==> src/rtl/rr_grant_arbiter_pkg.sv <==
// Shared types and helpers for the round-robin grant arbiter.
package rr_grant_arbiter_pkg;

  typedef enum logic {
    IDLE = 1'b0,
    HOLD = 1'b1
  } state_e;

  function automatic int clog2(input int v);
    int r;
    r = 0;
    for (int i = 0; i < 32; i++) begin
      if ((1 << r) < v) r++;
    end
    return r;
  endfunction

endpackage

==> src/rtl/rr_grant_arbiter_mask_select.sv <==
// Masked find-first winner select with wrap from a start pointer.
module rr_mask_select
  import rr_grant_arbiter_pkg::*;
#(
  parameter int W  = 5,
  parameter int PW = 3
) (
  input  logic [W-1:0]  i_req,
  input  logic [PW-1:0] i_ptr,
  input  logic [W-1:0]  i_excl,
  output logic [W-1:0]  o_win,
  output logic          o_found
);

  logic [W-1:0]   cand;
  logic [W-1:0]   hi_mask;
  logic [2*W-1:0] dbl;

  always_comb begin
    cand    = i_req & ~i_excl;
    hi_mask = '0;
    for (int i = 0; i < W; i++) begin
      hi_mask[i] = (PW'(i) >= i_ptr);
    end
    // Upper copy covers the wrap back to index 0.
    dbl     = {cand, cand & hi_mask};
    o_win   = '0;
    o_found = 1'b0;
    for (int i = 0; i < 2 * W; i++) begin
      if (dbl[i] && !o_found) begin
        o_found = 1'b1;
        if (i >= W) o_win[i-W] = 1'b1;
        else        o_win[i]   = 1'b1;
      end
    end
  end

endmodule

==> src/rtl/rr_grant_arbiter.sv <==
// Grant-and-hold arbiter: IDLE/HOLD control, pointer and output registers.
module rr_grant_arbiter
  import rr_grant_arbiter_pkg::*;
#(
  parameter int DATA_WIDTH = 5,
  parameter int RR_MODE    = 1,
  localparam int IW        = clog2(DATA_WIDTH)
) (
  input  logic                  i_clk,
  input  logic                  i_rst,
  input  logic [DATA_WIDTH-1:0] i_req,
  input  logic                  i_done,
  output logic [DATA_WIDTH-1:0] o_grant,
  output logic [IW-1:0]         o_grant_idx,
  output logic                  o_pmtFinish
);

  state_e                state_q, state_d;
  logic [DATA_WIDTH-1:0] grant_q, grant_d;
  logic [IW-1:0]         idx_q, idx_d;
  logic [IW-1:0]         ptr_q, ptr_d;
  logic                  fin_q, fin_d;

  logic                  rel;
  logic [DATA_WIDTH-1:0] excl;
  logic [DATA_WIDTH-1:0] win;
  logic                  found;
  logic [IW-1:0]         win_idx;

  rr_mask_select #(
    .W  (DATA_WIDTH),
    .PW (IW)
  ) u_sel (
    .i_req   (i_req),
    .i_ptr   (ptr_q),
    .i_excl  (excl),
    .o_win   (win),
    .o_found (found)
  );

  always_comb begin
    rel = (state_q == HOLD) && (i_done || ~|(i_req & grant_q));
    // A sole remaining requester is re-granted, so only exclude it
    // when someone else is waiting.
    excl = '0;
    if (rel && |(i_req & ~grant_q)) excl = grant_q;
    win_idx = '0;
    for (int i = 0; i < DATA_WIDTH; i++) begin
      if (win[i]) win_idx = IW'(i);
    end
  end

  always_comb begin
    state_d = state_q;
    grant_d = grant_q;
    idx_d   = idx_q;
    ptr_d   = ptr_q;
    if (state_q == IDLE || rel) begin
      if (found) begin
        state_d = HOLD;
        grant_d = win;
        idx_d   = win_idx;
        if (RR_MODE != 0) begin
          ptr_d = (win_idx == IW'(DATA_WIDTH - 1)) ? '0 : win_idx + 1'b1;
        end else begin
          ptr_d = '0;
        end
      end else begin
        state_d = IDLE;
        grant_d = '0;
        idx_d   = '0;
      end
    end
    fin_d = |grant_d;
  end

  always_ff @(posedge i_clk or posedge i_rst) begin
    if (i_rst) begin
      state_q <= IDLE;
      grant_q <= '0;
      idx_q   <= '0;
      ptr_q   <= '0;
      fin_q   <= 1'b0;
    end else begin
      state_q <= state_d;
      grant_q <= grant_d;
      idx_q   <= idx_d;
      ptr_q   <= ptr_d;
      fin_q   <= fin_d;
    end
  end

  assign o_grant     = grant_q;
  assign o_grant_idx = idx_q;
  assign o_pmtFinish = fin_q;

endmodule

==> config.mk <==
export PLATFORM = sky130hd
export DESIGN_NAME = rr_grant_arbiter
export DESIGN_NICKNAME = d
export VERILOG_FILES = /design/src/rtl/rr_grant_arbiter_pkg.sv /design/src/rtl/rr_grant_arbiter_mask_select.sv /design/src/rtl/rr_grant_arbiter.sv
export SDC_FILE = /design/constraint.sdc
export NUM_CORES = 1
export LEC_CHECK = 0
export ABC_CLOCK_PERIOD_IN_PS = 7210
export BUFFER_PORTS_ARGS = -buffer_cell sky130_fd_sc_hd__buf_2
export CELL_PAD_IN_SITES_DETAIL_PLACEMENT = 0
export CELL_PAD_IN_SITES_GLOBAL_PLACEMENT = 1
export CORE_MARGIN = 2
export CORE_UTILIZATION = 43
export CTS_CLUSTER_DIAMETER = 120
export DETAILED_ROUTE_END_ITERATION = 8
export PLACE_DENSITY = 0.88
export SLEW_MARGIN = 5
export SYNTH_ARGS = -nofsm -noshare
export SYNTH_HDL_FRONTEND = slang
export SYNTH_SLANG_ARGS = --single-unit
==> constraint.sdc <==
create_clock -name i_clk -period 7.21 [get_ports i_clk]
set_clock_uncertainty 0.1 [all_clocks]
set_input_delay 0.721 -clock i_clk [delete_from_list [all_inputs] [get_ports i_clk]]
set_output_delay 0.721 -clock i_clk [all_outputs]
set_load 0.05 [all_outputs]
# Word-level counts from Yosys, hierarchy flattened
# Cells that the tools add are included.
# W data, S select, Z words.
[op_classes] n_eq_ne=1 n_addsub=1 bitwise=7 n_mux=29 reduce_logical=27 order_cmp=5
[ops] op="$mux W1" count=21
[ops] op="$and A5 B5 Y5" count=4
[ops] op="$mux W3" count=5
[ops] op="$mux W5" count=3
[ops] op="$reduce_or A5 Y1" count=3
[ops] op="$logic_and A1 B1 Y1" count=11
[ops] op="$logic_not A1 Y1" count=10
[ops] op="$not A5 Y5" count=2
[ops] op="$ge A1 B3 Y1 const A" count=2
[ops] op="$ge A2 B3 Y1 const A" count=2
[ops] op="$add A3 B1 Y3 const B" count=1
[ops] op="$eq A3 B3 Y1 const B" count=1
[ops] op="$ge A3 B3 Y1 const A" count=1
[ops] op="$logic_or A1 B1 Y1" count=2
[ops] op="$reduce_and A2 Y1" count=1
[ops] op="$not A1 Y1" count=1
[word_totals] reg_bits=13 output_inout_bits=9 elab_cells=75

# Longest topological paths before layout
[depth] ltp_word=41 mapped_depth=11

# Cells and area by module
# Synthesis repeated with hierarchy kept, for this count alone.
[hier_totals] cells_unflattened=101 hier_area_um2=935.9
[modules_own_cells] module="rr_grant_arbiter" cells_per_inst=69 n_inst=1 area_each_um2=719.4
[modules_own_cells] module="rr_mask_select" cells_per_inst=32 n_inst=1 area_each_um2=216.5

# Least setup slack after synthesis
# Ideal clock, no wire load.
[synth_path] path_kind="in2reg" start="input port i_req[1]" end="register ptr_q[1]" t_required_ps=7015 setup_time_ps=95 arrival_ps=2782 path_stages=10 slack_ps=4233 path_cell_list="nor2b_1 > a221o_1 > o2111ai_2 > nand2_1 > o32ai_2 > nor4_2 > a311o_2 > ha_1 > inv_1 > o31ai_1"
[synth_between] elab_chain_len=41 elab_cells_between_ends=57 classes_between="1 x add/sub; 1 x eq/ne; 24 x mux; 5 x bitwise; 26 x reduce/logical"
[synth_lines] item="from (decl)" line_no="rr_grant_arbiter.sv:11" rtl="input logic [DATA_WIDTH-1:0] i_req,"
[synth_lines] item="$and A5 B5 Y5" line_no="rr_grant_arbiter.sv:42" rtl="rel = (state_q == HOLD) && (i_done || ~|(i_req & grant_q));"
[synth_lines] item="$reduce_or A5 Y1" line_no="rr_grant_arbiter.sv:42"
[synth_lines] item="$logic_not A1 Y1" line_no="rr_grant_arbiter.sv:42"
[synth_lines] item="$logic_or A1 B1 Y1" line_no="rr_grant_arbiter.sv:42"
[synth_lines] item="$logic_and A1 B1 Y1" line_no="rr_grant_arbiter.sv:42"
[synth_lines] item="$logic_and A1 B1 Y1" line_no="rr_grant_arbiter.sv:46" rtl="if (rel && |(i_req & ~grant_q)) excl = grant_q;"
[synth_lines] item="$mux W5" line_no="rr_grant_arbiter.sv:46"
[synth_lines] item="$not A5 Y5" line_no="rr_grant_arbiter_mask_select.sv:20" rtl="cand = i_req & ~i_excl;"
[synth_lines] item="(+25 left out)"
[synth_lines] item="$logic_and A1 B1 Y1" line_no="rr_grant_arbiter_mask_select.sv:30" rtl="if (dbl[i] && !o_found) begin"
[synth_lines] item="$mux W1" line_no="rr_grant_arbiter_mask_select.sv:30"
[synth_lines] item="$logic_not A1 Y1" line_no="rr_grant_arbiter_mask_select.sv:30"
[synth_lines] item="$logic_and A1 B1 Y1" line_no="rr_grant_arbiter_mask_select.sv:30"
[synth_lines] item="$mux W1" line_no="rr_grant_arbiter_mask_select.sv:30"
[synth_lines] item="$mux W3" line_no="rr_grant_arbiter.sv:49" rtl="if (win[i]) win_idx = IW'(i);"
[synth_lines] item="$add A3 B1 Y3 or $eq A3 B3 Y1 (tied branches)" line_no="rr_grant_arbiter.sv:64" rtl="ptr_d = (win_idx == IW'(DATA_WIDTH - 1)) ? '0 : win_idx + 1'b1;"
[synth_lines] item="$mux W3" line_no="rr_grant_arbiter.sv:64"
[synth_lines] item="to (signal assigned)" line_no="rr_grant_arbiter.sv:88" rtl="ptr_q <= ptr_d;"
[synth_lines] item="to (decl)" line_no="rr_grant_arbiter.sv:21" rtl="logic [IW-1:0] ptr_q, ptr_d;"
# Several ways; a longest one is shown, not always the timed one.
# A chain may end at the register's enable or synchronous reset.

# Worst setup path in the final report
[layout_path] start="input port i_req[2]" end="register ptr_q[2]"
# Same word-level chain as after synthesis.

==> results.yml <==
status:
  outcome: "finished, final reports clean"
global_routing:
  antenna_found_initial: 0
  overflow: 0
  grt_usage_pct: 19.2
  grt_pass1_vias: 880
  grt_pass1_wl_mm: 3.73
  grt_start_max_net_pins: 14
floorplanning:
  die_w_microns: 49.7
  die_area_sq_mm: 0.00247
  core.rowCount: 16
  start_util_pct: 45.8
  die_y_microns: 49.7
  core_sq_mm: 0.00196
  ios: 17
logic_synthesis:
  yosys_warnings: 0
  syn_nets: 106
  ys_types: 38
  ys_seq_elements: 13
  synth_seq_area_share_pct: 36.2
  yosysTopAreaCell: "dfrtp_1"
  synth_area_sq_um: 898
  synth_top_area_share_pct: 36.2
  synth_compound_area_share_pct: 33.3
  synth_xor_area_share_pct: 0
  synth_top_family_by_area: "compound AO/OA/AOI/OAI gates"
  synth.area.top_cells: "dfrtp_1 36%, inv_1 5.0%, o2111ai_2 5.0%"
  synth_mux_area_share_pct: 5.43
  synth-simple-area-share_pct: 17.3
  synthAdderAreaFrac_pct: 1.39
  syn_avg_cell_area_sq_um: 9.26
  syn_inst: 97
sta:
  timing.final.crit_share_pct: 44.3
  rsz0062_at_grt: "false"
  final-setup-viol-count: 0
  max_freq_mhz: 313
  hold_viol: 0
  max_slew.worst_pin.slew_ns: 0.817
  fin_ws_ns: 4.02
  fin_crit_ns: 3.19
  relSlewSlack_pct: 45.3
  setup-tns-final_ns: 0
  slew_violations: 0
pwr:
  vdd_drop_max_mv: 0.235
  power.density_mw_per_mm2: 430
  p_comb_share_pct: 59.5
  clock_power_share_pct: 10.3
  p_seq_share_pct: 30.2
  total_leakage_power_nw: 0.448
  net-switching-power_mw: 0.231
  p_int_mw: 0.210
  swShare_pct: 52.4
drt:
  detail-route-antenna-nets: 0
  drt_iter0_markers: 26
  drt-total-wl_mm: 2.08
  drc: 0
  drt_first_pass_iters: 6
  vias: 844
  via_per_inst: 5.99
  routedWlPerCell_microns: 14.7
flow_run:
  maxCapViolations: 0
worst_setup_path:
  critical-path-max-stage-delay_ns: 0.51
  worstSetupPathType: "in -> reg"
  critPathMaxFanout: 6
  slowest_stage: "nor4_2"
  crit_path_start_kind: "primary input"
  crit_arrival_ns: 3.27
  cp.required_ns: 7.29
  path_cells: "buf_2 -> a222oi_1 -> a21o_2 -> o211ai_2 -> o21ai_2 -> a21oi_1 -> nor4_2 -> a311o_2 -> ha_1 -> inv_1 -> o31ai_1"
  r2r_cells: 10
  end_kind: "flip-flop"
clock_network:
  clk_pin_slew_ns: 0.08
  clkLatencyLatePin_ns: 0.27
  cts_sinks: 13
  post_cts_buffers: 0
  cts_resized: 0
  numCtsBuffers: 3
  cts_hold_buffers: 0
  clk_path_buf_depth: 2
  cts_root_buf: "clkbuf_4"
  cts_tree: "built"
  cts_max_level: 1
final_layout:
  area_growth_syn_to_layout_pct: 14.2
  layout_commonest_cell: "buf_2"
  finalNetCount: 124
  insertedDiodeCount: 0
  final_cell_mix: "16 x buf_2, 13 x dfrtp_1, 12 x inv_1, 11 x nand2_1"
  drive_above_1_share_pct: 29.8
min_path:
  hold_path.class: "in -> async"
placement:
  dp_slack_ns: 3.69
  place_hpwl_mm: 1.60
  gp_congestion: 0.878
  port-buffer-count: 16
sequential cells by signal, summed over array words and instances, names as in the netlist:
signal       cells
o_grant          5
o_grant_idx      3
o_pmtFinish      1
ptr_q            3
state_q          1
through the flow:
| step | instance area, sq um | utilization, % | hold slack, ns | power, mW | cells |
|---|---|---|---|---|---|
| after CTS | 1030 | 52.3 | 0.362 | 0.443 | 141 |
| after global routing | 1030 | 52.3 | 0.405 | 0.476 | 141 |
| after floorplan | 898 | - | 0.449 | 0.342 | 97 |
| after global placement | 1000 | 51.0 | 0.364 | 0.392 | 137 |
| final | 1030 | 52.3 | 0.350 | 0.441 | 141 |
| after detailed placement | 1000 | 51.0 | 0.379 | 0.397 | 137 |
cell usage after synthesis:
master and instances:
dfrtp_1 13, inv_1 12, nand2_1 11, a211oi_1 4, nor2_1 4, o21ai_1 4, o31ai_1 4, a21oi_1 3
nand3_1 3, nor2b_1 3, o2111ai_2 3, a222oi_1 2, clkbuf_1 2, mux2_1 2, nor3_2 2, o211ai_1 2
o21ai_2 2, a21o_1 1, a21o_2 1, a21oi_2 1, a221o_1 1, a22oi_1 1, a311o_2 1, a31oi_1 1
a32oi_1 1, a41oi_1 1, buf_2 1, ha_1 1, mux2_2 1, mux2_4 1, nand2b_1 1, nand3b_1 1
nand4_1 1, nor4_1 1, nor4_2 1, o211ai_2 1, o32ai_2 1, or2_1 1
critical path, delay by kind of cell:
family                     cells  cell delay [ns]
AOI/OAI and AO/OA              7             1.70
buffers and inverters          2             0.18
and+or+nand+nor                1             0.51
adders and majority gates      1             0.15
final cells by class:
type,instances,area [sq um]
clock buffer,4,26.3
multi-input combinational,69,515
inverter,12,45.0
fill,196,936
tap,27,33.8
timing repair buffer,16,80.1
sequential,13,325
kinds of logic after synthesis:
kind of cell	after synthesis
mux	4
flops	13
simple gates	29
buf+inv	15
fa+ha+maj	1
compound gates	35
path summary, 6_finish.rpt:
kind | startpoint | endpoint | slack (ns)
worst max-delay path | i_req[2] | ptr_q[2]$_DFFE_PP0P_ | 4.02
max in group asynchronous | i_rst | ptr_q[1]$_DFFE_PP0P_ | 6.33
worst min register to register | o_grant_idx[2]$_DFFE_PP0N_ | o_grant_idx[2]$_DFFE_PP0N_ | 0.40
worst max register to register | o_grant[2]$_DFF_PP0_ | ptr_q[2]$_DFFE_PP0P_ | 4.17
min in group i_clk | o_grant_idx[2]$_DFFE_PP0N_ | o_grant_idx[2]$_DFFE_PP0N_ | 0.40
worst min-delay path | i_rst | o_grant_idx[2]$_DFFE_PP0N_ | 0.35
metal layers:
layer	GRT usage, %	up-vias	share of wire (%)
met5	0	-	0
met4	6.48	0	0.34
met3	3.03	2	4.6
met2	33.8	19	50
met1	23.8	419	45
li1	-	404	-
power by group through the flow:
stage | registers, mW | clock network (mW) | logic [mW]
finish | 0.133 | 0.0453 | 0.263
detailed placement | 0.134 | 0 | 0.263
floorplan | 0.183 | 0 | 0.159
global placement | 0.133 | 0 | 0.259
CTS | 0.133 | 0.0457 | 0.264
global route | 0.139 | 0.0486 | 0.289
Note: power is estimated with default switching activity, not from simulation.
